**config.mk**
```make
export PLATFORM = sky130hd
export DESIGN_NAME = fp16_fma_share_arbiter
export DESIGN_NICKNAME = d
export VERILOG_FILES = /design/src/rtl/fp16_fma_share_arbiter.sv
export SDC_FILE = /design/constraint.sdc
export NUM_CORES = 1
export LEC_CHECK = 0
export CAP_MARGIN = 0
export CORE_AREA = 2 2 114 116
export DETAILED_ROUTE_END_ITERATION = 7
export DIE_AREA = 0 0 116 118
export DONT_BUFFER_PORTS = 1
export HOLD_SLACK_MARGIN = 0.06
export PLACE_DENSITY = 0.48
export SLEW_MARGIN = 20
export SYNTH_ARGS = -nofsm -noshare
export SYNTH_HDL_FRONTEND = slang
export SYNTH_SLANG_ARGS = --single-unit
```
**constraint.sdc**
```tcl
create_clock -name clk -period 3.17 [get_ports clk]
set_input_delay 0.4755 -clock clk [delete_from_list [all_inputs] [get_ports clk]]
set_output_delay 0.4755 -clock clk [all_outputs]
set_load 0.1 [all_outputs]
```
**src/rtl/fp16_fma_share_arbiter.sv**
```systemverilog
// ============================================================================
// fp16_fma_share_arbiter : round-robin sharing of one pipelined FP16 FMA
//   between NUM_REQ requesters, with owner tags travelling alongside the FMA.
//   Optional perf counters are compiled in with `define FMA_ARB_PERF_EN.
// Revision: 1.0
// ============================================================================
`default_nettype none

module fp16_fma_share_arbiter #(
  parameter int NUM_REQ     = 4,
  parameter int FMA_LATENCY = 4,
  localparam int TAG_W      = $clog2(NUM_REQ)
) (
  input  logic                   clk,
  input  logic                   rst,
  input  logic                   enable,
  input  logic [NUM_REQ-1:0]     req_valid,
  output logic [NUM_REQ-1:0]     req_ready,
  input  logic [16*NUM_REQ-1:0]  req_a,
  input  logic [16*NUM_REQ-1:0]  req_b,
  input  logic [16*NUM_REQ-1:0]  req_c,
  output logic                   fma_in_valid,
  output logic [15:0]            fma_a,
  output logic [15:0]            fma_b,
  output logic [15:0]            fma_c,
  input  logic                   fma_out_valid,
  input  logic [15:0]            fma_out,
  output logic [NUM_REQ-1:0]     rsp_valid,
  output logic [15:0]            rsp_data,
  output logic                   busy,
  output logic                   err
`ifdef FMA_ARB_PERF_EN
  ,
  output logic [31:0]            perf_issued,
  output logic [31:0]            perf_stall,
  output logic [31:0]            perf_contend
`endif
);

  localparam logic [TAG_W:0]   NUM_REQ_X = (TAG_W+1)'(NUM_REQ);
  localparam logic [TAG_W-1:0] LAST_IDX  = TAG_W'(NUM_REQ - 1);

  logic [TAG_W-1:0] ptr;
  logic [TAG_W-1:0] win;
  logic [TAG_W-1:0] ptr_nxt;
  logic [TAG_W-1:0] issue_tag;
  logic [TAG_W:0]   idx_ext;
  logic             found;
  logic             hs;

  logic [15:0] a_arr [NUM_REQ];
  logic [15:0] b_arr [NUM_REQ];
  logic [15:0] c_arr [NUM_REQ];

  logic [FMA_LATENCY-1:0] stg_vld;
  logic [TAG_W-1:0]       stg_tag [FMA_LATENCY];
  logic                   tail_vld;
  logic [TAG_W-1:0]       tail_tag;

  genvar gi;
  generate
    for (gi = 0; gi < NUM_REQ; gi++) begin : g_unpack
      assign a_arr[gi] = req_a[16*gi +: 16];
      assign b_arr[gi] = req_b[16*gi +: 16];
      assign c_arr[gi] = req_c[16*gi +: 16];
    end
  endgenerate

  // First set req_valid bit at or after ptr, wrapping modulo NUM_REQ.
  always_comb begin
    win     = ptr;
    found   = 1'b0;
    idx_ext = '0;
    for (int k = 0; k < NUM_REQ; k++) begin
      idx_ext = {1'b0, ptr} + (TAG_W+1)'(k);
      if (idx_ext >= NUM_REQ_X) begin
        idx_ext = idx_ext - NUM_REQ_X;
      end
      if (!found && req_valid[idx_ext[TAG_W-1:0]]) begin
        win   = idx_ext[TAG_W-1:0];
        found = 1'b1;
      end
    end
  end

  always_comb begin
    req_ready = '0;
    if (found && enable && !rst) begin
      req_ready[win] = 1'b1;
    end
  end

  assign hs      = |(req_valid & req_ready);
  assign ptr_nxt = (win == LAST_IDX) ? '0 : win + TAG_W'(1);

  always_ff @(posedge clk) begin
    if (rst) begin
      ptr          <= '0;
      issue_tag    <= '0;
      fma_in_valid <= 1'b0;
      fma_a        <= '0;
      fma_b        <= '0;
      fma_c        <= '0;
    end else begin
      fma_in_valid <= hs;
      if (hs) begin
        ptr       <= ptr_nxt;
        issue_tag <= win;
        fma_a     <= a_arr[win];
        fma_b     <= b_arr[win];
        fma_c     <= c_arr[win];
      end
    end
  end

  // The FMA never stalls, so the tag pipe shifts unconditionally and its
  // last stage lines up with fma_out_valid.
  always_ff @(posedge clk) begin
    if (rst) begin
      for (int k = 0; k < FMA_LATENCY; k++) begin
        stg_vld[k] <= 1'b0;
        stg_tag[k] <= '0;
      end
    end else begin
      stg_vld[0] <= fma_in_valid;
      stg_tag[0] <= issue_tag;
      for (int k = 1; k < FMA_LATENCY; k++) begin
        stg_vld[k] <= stg_vld[k-1];
        stg_tag[k] <= stg_tag[k-1];
      end
    end
  end

  assign tail_vld = stg_vld[FMA_LATENCY-1];
  assign tail_tag = stg_tag[FMA_LATENCY-1];

  always_ff @(posedge clk) begin
    if (rst) begin
      rsp_valid <= '0;
      rsp_data  <= '0;
      err       <= 1'b0;
    end else begin
      rsp_valid <= '0;
      if (fma_out_valid && tail_vld) begin
        rsp_valid <= NUM_REQ'(1) << tail_tag;
        rsp_data  <= fma_out;
      end
      if (fma_out_valid != tail_vld) begin
        err <= 1'b1;
      end
    end
  end

  assign busy = (|stg_vld) | fma_in_valid | (|rsp_valid);

`ifdef FMA_ARB_PERF_EN
  logic multi_req;
  assign multi_req = |(req_valid & (req_valid - NUM_REQ'(1)));

  always_ff @(posedge clk) begin
    if (rst) begin
      perf_issued  <= '0;
      perf_stall   <= '0;
      perf_contend <= '0;
    end else begin
      if (hs && perf_issued != '1) begin
        perf_issued <= perf_issued + 32'd1;
      end
      if ((|req_valid) && !hs && perf_stall != '1) begin
        perf_stall <= perf_stall + 32'd1;
      end
      if (multi_req && perf_contend != '1) begin
        perf_contend <= perf_contend + 32'd1;
      end
    end
  end
`endif

endmodule

`default_nettype wire

```
==> results by group <==
Run status
  – Run status: completed

Logic synthesis
  – Largest cells by area after synthesis: dfxtp_1 40%, mux2i_1 26%, nand4b_1 9.9%, o221ai_1 9.6%, clkbuf_1 2.1%
  – Cell variety after synth: 40
  – Post-Syn Area: between 4000 and 5000 µm²
  – Count of yosys warnings during synthesis: 0
  – Most frequently used flop master after synthesis: dfxtp_1
  – Syn_nets: 631
  – Avg Cell Area, Syn: 10.55 µm²
  – Count of mapped cells out of synthesis: about 410
  – Yosys reg bits: 86
  – Area share of the largest cell type after synthesis: 0.3952
  – Top cells by count, synth: 112 x mux2i_1, 86 x dfxtp_1, 49 x nand4b_1
  – Sequential share of the synthesized area: 0.3952
  – Post-synthesis async set-or-reset flop share: 0
  – Most repeated cell in the gate-level netlist after synthesis: mux2i_1
  – Dominant cell type by area after synthesis: dfxtp_1
  – Number of enable flip-flop cells after synthesis: 0

STA
  – Slew headroom: 0.3214
  – Achievable Freq: approximately 360 MHz
  – Time the final worst path needs with I/O delays and setup: ~2.8 ns
  – Number of pins exceeding their max-slew limit in the final report: 0
  – Total negative setup slack: 0 ns
  – Fin crit share: 0.8782
  – Slew of the pin with the lowest slew margin: 1.017 ns
  – Endpoints failing setup: 0
  – RSZ-0062 raised after global routing: no
  – Hold WS: 0.2084 ns
  – Number of failing hold endpoints at the final stage: 0
  – Clock skew: about 0.0054 ns

Power and ir drop
  – Static leakage: 1.762 nW
  – Total power: roughly 3.9 mW
  – Power Dens Cells: approximately 780 nW/µm²
  – Worst supply voltage drop on vdd: ~310 µV

Worst setup path
  – Required @ worst endpoint: 3.42 ns
  – Top fanout value on the critical path: 13
  – Category of the most critical setup path: reg2reg
  – Worst setup SP type: register
  – Worst setup EP type: register
  – Data arrival at the endpoint of the critical path: roughly 3.0 ns

Layout
  – Layout Area Growth over Synthesis: 13.47%
  – NumNets Final: between 600 and 700
  – Share of post-route cells with drive strength above 1: 0.1146
  – Number of antenna diodes: 0

Drt
  – Violation count after the first detailed-routing iteration: between 150 and 200
  – Via total after detailed routing: ~3400
  – Wire length per cell after detailed routing: 20.15 µm
  – Number of nets with antenna violations after routing: 0
  – DRT Wirelength: 11.73 mm
  – Count of TritonRoute iterations in the first routing pass: 5
  – Number of remaining DRC errors: 0
  – Via-per-instance ratio: about 6

Clock tree
  – Maximum root-to-sink buffer count: 2
  – Number of CTS-inserted buffers: 9
  – CTS tree: built
  – Level count of the clock H-tree: 3
  – CTS Sinks: 86
  – Clock root buffer: clkbuf_16
  – CTS clk-pin slew, worst paths: approximately 0.060 ns
  – Worst skew pair latency: 0.33 ns

Global route
  – Number of antenna violations at the first check in global routing: 1
  – Largest net degree at the start of global routing: 86
  – Congestion Overflow GR: 0
  – Global-route wire length before repair: roughly 18 mm
  – Global-route usage over all layers: 0.1688
  – Vias in the first global route: between 3000 and 4000

Die
  – Die area: about 14000 µm²
  – Effective utilization at floorplan: 0.3509
  – Standard cell core area: roughly 12000 µm²
  – Number of top-level design ports: 291
  – Die Y-Extent: about 120 µm
  – Row count: 41
  – Die width: between 100 and 150 µm

Run
  – MaxCap Viol Count: 0

Placement
  – Post-DP HPWL: roughly 8.4 mm
  – Final estimated routing congestion in global placement: approximately 0.83
  – Number of port buffers: 0

Min path
  – Hold crit path type: in2reg
[worst paths after layout]
path                                  from                   endpoint  slack [ns]  cells past startpoint
hold / removal                         rst  issue_tag[0]$_SDFFE_PP0P_        0.21                      1
setup / recovery       ptr[1]$_SDFFE_PP0P_     fma_b[15]$_SDFFE_PP0P_        0.39                     11
hold reg to reg   stg_tag[2][0]$_SDFF_PP0_   stg_tag[3][0]$_SDFF_PP0_        0.44                      1
setup reg to reg       ptr[1]$_SDFFE_PP0P_     fma_b[15]$_SDFFE_PP0P_        0.39                     11
[cell type report]
cell class,count,area [µm²]
fill,1243,7471
multi-input combinational,284,2475
sequential,86,1722
clock buffer,14,274.0
timing repair buffer,23,239.0
tap,172,215.2
clock inverter,2,15.01
inverter,1,3.754
[per-layer routing]
metal  up-vias  global-route usage  routed length, µm
li1       1603                   -                  -
met1      1628              0.1881               4436
met2       179              0.2942               6035
met5         -                   0                 11
met3        13             0.05304               1057
met4         2             0.06771                187
[repair_timing]
| action | 4_1_cts | 5_1_grt |
|---|---|---|
| hold endpoints to repair | 0 | 0 |
| resized for setup | 0 | 1 |
| buffers inserted | 0 | 0 |
| hold buffers | 0 | 0 |
| endpoints found under the setup margin | 0 | 24 |
[stage by stage]
stage / instances / util / area (µm²) / worst slack (ns)
2_1_floorplan: 413 / - / 4363 / 0.04531
3_3_place_gp: 566 / 0.3746 / 4651 / 0.1993
3_5_place_dp: 566 / 0.3746 / 4651 / 0.09060
4_1_cts: 582 / 0.3979 / 4940 / 0.1152
5_1_grt: 582 / 0.3982 / 4943 / 0.1652
6_report: 582 / 0.3982 / 4943 / 0.3862
[critical path: stages, from the launching register on]
cell and delay [ns]:
dfxtp_1 0.33, or3_1 0.37, nand4b_1 0.28, nand2_8 0.06, ha_1 0.22, nand2_1 0.09, or4b_1 0.49, o2111ai_4 0.14
buf_4 0.23, buf_4 0.22, nand4b_1 0.13, o221ai_1 0.11
[sequential cells by signal, summed over array words and instances (netlist names), 2 cells and up]
name and count:
fma_a 16, fma_b 16, fma_c 16, rsp_data 16, stg_tag 8, rsp_valid 4
stg_vld 4, issue_tag 2, ptr 2
[layout by cell type (no fill, tap or decap), types with 3 or more instances in the layout]
cell,n
buf_4,17
nor2b_1,14
mux2i_1,112
o221ai_1,48
buf_12,5
dfxtp_1,86
a21oi_1,3
clkbuf_16,9
nor2_1,19
clkbuf_8,3
nand4b_1,49
[power by group]
group | total (mW) | internal, mW | switching (mW)
sequential | 2.20 | 1.22 | 0.986
clock | 1.02 | 0.596 | 0.419
combinational | 0.657 | 0.302 | 0.355
[kinds of logic after synthesis]
logic type,synth area share
AO/OA/AOI/OAI,0.1192
adder cells (fa/ha/maj),0.005743
buffers and inverters,0.04537
flip-flops,0.3952
multiplexers,0.2573
AND/OR/NAND/NOR,0.1772
Note: power is estimated with default switching activity, not from simulation.
